## src/rtl/hilo_mult_ctrl.sv

```systemverilog
// Sequencer for the shared combinational signed multiplier: latches operands, waits a fixed
// settle window, fixes up MULTU results and owns the architectural HI/LO registers.
module hilo_mult_ctrl #(
   parameter int unsigned MULT_CYCLES = 4
) (
   input  logic        clk,
   input  logic        reset,
   input  logic        start,
   input  logic        is_unsigned,
   input  logic [31:0] a,
   input  logic [31:0] b,
   input  logic        mthi,
   input  logic        mtlo,
   input  logic [31:0] wdata,
   output logic        mult_ena,
   output logic        mult_reset,
   output logic [31:0] mult_a,
   output logic [31:0] mult_b,
   input  logic [63:0] mult_z,
   output logic [31:0] hi,
   output logic [31:0] lo,
   output logic        busy,
   output logic        done
);

   typedef enum logic [1:0] {StIdle, StRun, StDone} state_t;

   state_t      state_q, state_d;
   logic [3:0]  cnt_q, cnt_d;
   logic [31:0] mult_a_q, mult_b_q;
   logic        unsigned_q;
   logic [31:0] hi_q, lo_q;
   logic        accept;
   logic        capture;
   logic [63:0] corr_a, corr_b, product;

   assign mult_reset = ~reset;
   assign mult_a     = mult_a_q;
   assign mult_b     = mult_b_q;
   assign hi         = hi_q;
   assign lo         = lo_q;

   always_comb begin
      state_d  = state_q;
      cnt_d    = cnt_q;
      accept   = 1'b0;
      capture  = 1'b0;
      busy     = 1'b0;
      done     = 1'b0;
      mult_ena = 1'b0;
      unique case (state_q)
         StIdle: begin
            if (start) accept = 1'b1;
         end
         StRun: begin
            busy     = 1'b1;
            mult_ena = 1'b1;
            if (cnt_q == 4'd0) begin
               capture = 1'b1;
               state_d = StDone;
            end else begin
               cnt_d = cnt_q - 4'd1;
            end
         end
         StDone: begin
            done    = 1'b1;
            state_d = StIdle;
            // Back-to-back issue: the DONE cycle accepts a new request like IDLE.
            if (start) accept = 1'b1;
         end
         default: state_d = StIdle;
      endcase
      if (accept) begin
         state_d = StRun;
         cnt_d   = 4'(MULT_CYCLES);
      end
   end

   // Signed product reinterpreted as unsigned by adding back the sign-bit weights (mod 2^64).
   always_comb begin
      corr_a  = mult_a_q[31] ? {mult_b_q, 32'b0} : 64'b0;
      corr_b  = mult_b_q[31] ? {mult_a_q, 32'b0} : 64'b0;
      product = unsigned_q ? (mult_z + corr_a + corr_b) : mult_z;
   end

   always_ff @(posedge clk or negedge reset) begin
      if (!reset) begin
         state_q    <= StIdle;
         cnt_q      <= 4'd0;
         mult_a_q   <= 32'b0;
         mult_b_q   <= 32'b0;
         unsigned_q <= 1'b0;
      end else begin
         state_q <= state_d;
         cnt_q   <= cnt_d;
         if (accept) begin
            mult_a_q   <= a;
            mult_b_q   <= b;
            unsigned_q <= is_unsigned;
         end
      end
   end

   always_ff @(posedge clk or negedge reset) begin
      if (!reset) begin
         hi_q <= 32'b0;
         lo_q <= 32'b0;
      end else if (capture) begin
         {hi_q, lo_q} <= product;
      end else begin
         if (mthi) hi_q <= wdata;
         if (mtlo) lo_q <= wdata;
      end
   end

endmodule

```

## config.mk

```make
export PLATFORM = sky130hd
export DESIGN_NAME = hilo_mult_ctrl
export DESIGN_NICKNAME = d
export VERILOG_FILES = /design/src/rtl/hilo_mult_ctrl.sv
export SDC_FILE = /design/constraint.sdc
export NUM_CORES = 1
export LEC_CHECK = 0
export BUFFER_PORTS_ARGS = -buffer_cell sky130_fd_sc_hd__buf_2
export CORE_ASPECT_RATIO = 1.75
export CORE_UTILIZATION = 30
export CTS_BUF_LIST = sky130_fd_sc_hd__clkbuf_2
export DETAILED_ROUTE_END_ITERATION = 10
export PLACE_DENSITY = 0.5
export SETUP_SLACK_MARGIN = 0.4
export SYNTH_ARGS = -nofsm -noshare
export SYNTH_HDL_FRONTEND = slang
export SYNTH_SLANG_ARGS = --single-unit
export TNS_END_PERCENT = 5
```

## constraint.sdc

```tcl
create_clock -name clk -period 4.4 [get_ports clk]
set_clock_uncertainty 0.15 [all_clocks]
set_input_delay 0.66 -clock clk [delete_from_list [all_inputs] [get_ports clk]]
set_output_delay 0.66 -clock clk [all_outputs]
set_load 0.01 [all_outputs]
```

# After elaboration in Yosys (flattened, before gate mapping)
# Cells that the tools add are included.
# W data, S select, Z words.
# totals
reg_bits,135
inputBits,166
output_inout_bits,132
# classes
add_sub_neg,3
n_eq_ne,5
mux,19
bitwise_logic,1
reduce_logical,8
# op_table
operator,count
$mux W64,3
$add A64 B64 Y64,2
$mux W32,4
$mux W4,3
$mux W1,6
$reduce_bool A2 Y1,3
$logic_not A4 Y1,1
$mux W2,2
$ne A2 B2 Y1 const B,2
$pmux W2 S2,1
$reduce_and A2 Y1,2
$sub A4 B1 Y4 const B,1
$ne A3 B3 Y1 const B,1
$eq A2 B1 Y1 const B,1
$eq A2 B2 Y1 const B,1
$logic_not A2 Y1,1
$reduce_or A2 Y1,1
$not A1 Y1,1

# Longest topological paths before layout
# depth
ltp_word,5
depth_mapped,16
ltp_nobuf,15

# Worst setup path after synthesis
# Ideal clock, no wire load.
# synth_timing
path_kind,reg-to-reg
startpoint,register mult_a_q[31] (netlist: mult_a[31])
endpoint,register hi_q[29] (netlist: hi[29])
t_arrival_ps,3337
required_time_ps,4146
setup_slack_ps,810
path_stages_with_launch,16
n_path_buf,1
synth_period_minus_slack_ps,3590
path_cell_list,dfrtp_1 > clkbuf_1 > and2_1 > fa_1 > ha_1 > inv_1 > fa_1 > nor2b_4 > o31a_1 > o41a_4 > o21ai_4 > o31a_2 > o21ai_2 > a211oi_2 > xor2_1 > a221oi_1
# synth_via
elab_chain_cells,5
# synth_rtl
element,line_no,source
"start, declared",30,"logic [31:0] mult_a_q, mult_b_q;"
"start signal, assigned",90,mult_a_q <= 32'b0;
"start signal, assigned",97,mult_a_q <= a;
$mux W64,81,"corr_a = mult_a_q[31] ? {mult_b_q, 32'b0} : 64'b0;"
$add A64 B64 Y64 (2 in series),83,product = unsigned_q ? (mult_z + corr_a + corr_b) : mult_z;
$mux W64,83,
$mux W32,108,end else if (capture) begin
"end signal, assigned",109,"{hi_q, lo_q} <= product;"
"end signal, assigned",111,if (mthi) hi_q <= wdata;
"end, declared",32,"logic [31:0] hi_q, lo_q;"
# No other way between the ends.
# A chain may end at the register's enable or synchronous reset.

# Worst setup path in the final report
# Ends and elaborated chain as after synthesis.

==> out/results.ini <==
[worst_setup_path]
required_ps=4990
slowest_stage=fa_1
timing.rr.start=mult_a[31]$_DFFE_PN0P_
r2r-end=hi[29]$_DFFE_PN0P_
rr_worst_depth=14
critPathLaunch=mult_a[31]$_DFFE_PN0P_
crit_type=flip-flop to flip-flop
arrival_ps=4460
crit_top_cell=buf_4
crit_path_max_fanout=10
cp-end-kind=flip-flop
crit_end=hi[29]$_DFFE_PN0P_
start_kind=flip-flop
r2r_slack_ps=520
slowest_delay_ps=550
path_cells=buf_4 -> and2_1 -> fa_1 -> ha_4 -> nor2b_4 -> o31a_1 -> buf_4 -> o41a_4 -> o21ai_4 -> o31a_2 -> o21ai_2 -> a211oi_2 -> xor2_1 -> a221oi_1

[cts]
clock_path_buffers=2
clk_latency_ps=820
cts_inserted_buffers=17
clkTransAtPathRegs_ps=210
cts_tree=yes
root_buffer=clkbuf_2
cts_sinks=135
htree_levels=4

[finish]
layout_commonest_cell=buf_2
drive_gt1_share_pct=25.6
fin_util_pct=44.9
final_nets=1652
area_delta_synth_final_pct=47.8
layout_common_cells=buf_2 (296), nand2_1 (251), dlygate4sd3_1 (182)
multi_input_area_um2=5050
fill_cells=2848
seqCellArea_um2=3380

[floorplan]
start_util_pct=30.4
die_y_um=227
fp.dieW_um=131
ios=298
rows=82
coreArea_um2=28500
dieArea_um2=29600

[yosys]
synth-async-reset-ratio_pct=100
avgSynthCellArea_um2=9.02
synth_top_flop_cell=dfrtp_1
ys_ff_latch=135
synth_edf_count=0
syn-instance-count=962
mappedNetlistArea_um2=8670
seq_area_frac_synth_pct=38.9
synth_cell_type_count=57
syn-num-nets=1192
yosysWarnings=0

[pwr]
ir_drop_mv=0.290
power_density_nw_per_um2=640
cellLeakagePower_nw=6.46

[min_path]
holdCritPathClass=input port to flip-flop
whs_path_depth=4

[timing]
max_freq_ghz=0.258
rsz0062_at_grt=true
finalSetupViolations=0
fin_crit_ps=3880
setup_tns_ps=0
hold_viol=0
tightestPinTransition_ps=1020
slew_headroom_pct=31.8
layout_setup_ws_ps=524
finalCritPeriodShare_pct=88.1
slew_viol_final=0

[drt]
antenna_left=0
via_per_inst=4.67
totalWireLength_um=29800
drc=0
drtIter0Drc=296
wl_per_cell_um=16.4
drt_pass1_iterations=4
via_count=8493

[placement]
pre_cts_ws_ps=284
dp_hpwl_um=21800
routabilityCongestion=0.831
portBuffers=297

[global_route]
grt_pass1_vias=8746
grt-ovfl-total=0
grt_max_degree=61
grt_use_total_pct=20.5
grt_pass1_wl_um=45400
antenna_found_initial=6

[run_status]
status=complete, no violations

[flow_run]
maxCapViolations=0

[metrics by stage]
step / total power, mW / cell area, um2 / hold slack, ps / instances
CTS: 8.21 / 12700 / 9.53 / 1809
detailed placement: 6.80 / 10500 / 323 / 1595
global placement: 6.75 / 10500 / 323 / 1595
finish: 8.20 / 12800 / 126 / 1817
global route: 8.95 / 12800 / 71.3 / 1817
floorplan: 5.20 / 8670 / 214 / 962
[worst max-delay path: cells and delay by family, from the launching register on]
kind                     cells  cell delay (ps)
AO/OA/AOI/OAI                7             1650
XOR/XNOR                     1               90
adder cells (fa/ha/maj)      2              780
buffers and inverters        2              330
flip-flops                   1              490
AND/OR/NAND/NOR              2              280
[synth_stat cells, types with 3 or more instances]
cell,count,area share (%)
a211o_1,3,0.30
a211oi_1,22,1.9
a21o_1,15,1.3
a21oi_1,50,2.9
a221oi_1,4,0.40
a22oi_1,3,0.26
a31oi_1,6,0.43
and2_1,64,4.6
buf_1,7,0.30
clkbuf_1,45,1.9
dfrtp_1,135,39
fa_1,32,7.4
ha_1,32,4.6
inv_1,20,0.87
mux2i_1,65,7.5
nand2_1,251,11
nand2b_1,4,0.29
nand3_1,8,0.46
nand4_1,6,0.43
nor2_1,31,1.3
nor2b_1,18,1.3
nor3_1,10,0.58
o21a_1,6,0.52
o21ai_0,54,3.1
o21ai_1,5,0.29
o21bai_1,6,0.52
or3_1,3,0.22
xnor2_1,8,0.81
xor2_1,14,1.4
[power by group]
group / switching [mW] / internal (mW) / total (mW)
clock: 0.483 / 0.594 / 1.08
sequential: 0.414 / 1.80 / 2.21
combinational: 2.77 / 2.14 / 4.91
total: 3.67 / 4.53 / 8.20
[cell families after synthesis]
kind of cell	share of synthesized area, %
muxes	7.50
adders and majority gates	12.0
xor gates and xnor gates	2.22
and+or+nand+nor	20.9
buffers and inverters	3.26
DFF	38.9
AOI/OAI and AO/OA	15.2
[layout make-up]
cell class,instances,share of cell area [%]
clock inverter,14,2.18
tap,378,3.69
clock buffer,17,0.664
sequential,135,26.4
inverter,20,0.586
antenna,5,0.0976
multi-input combinational,753,39.4
timing repair buffer,495,27.0
[state kept, by name, indices dropped and copies added, names as in the netlist]
| name | cells |
|---|---|
| cnt_q | 4 |
| state_q | 2 |
| mult_b | 32 |
| lo | 32 |
| unsigned_q | 1 |
| mult_a | 32 |
| hi | 32 |
[routing by layer]
layer | GRT usage, % | vias up | wire (um)
met5 | 0 | - | 13
li1 | - | 4192 | -
met4 | 13.1 | 2 | 1470
met2 | 34.3 | 249 | 14900
met1 | 23.8 | 3970 | 12200
met3 | 3.71 | 80 | 1180
[how the worst min path moves through the flow]
stage | startpoint | to
after detailed placement | mult_a[25]$_DFFE_PN0P_ | mult_a[25]$_DFFE_PN0P_
final | mult_z[53] | hi[21]$_DFFE_PN0P_
after floorplan | reset | cnt_q[0]$_DFFE_PN0P_
after CTS | mult_z[42] | hi[10]$_DFFE_PN0P_
after global placement | mult_a[24]$_DFFE_PN0P_ | mult_a[24]$_DFFE_PN0P_
after global routing | mult_z[38] | hi[6]$_DFFE_PN0P_
[timing repair]
item / CTS / global route
hold buffers: 183 / 0
endpoints found under the hold margin: 221 / 0
buffers inserted: 0 / 3
pin swaps: 0 / 3
cloned: 0 / 0
gates resized for setup: 2 / 6
endpoints found under the setup margin: 1 / 11
Power figures use the tool's default switching activity.
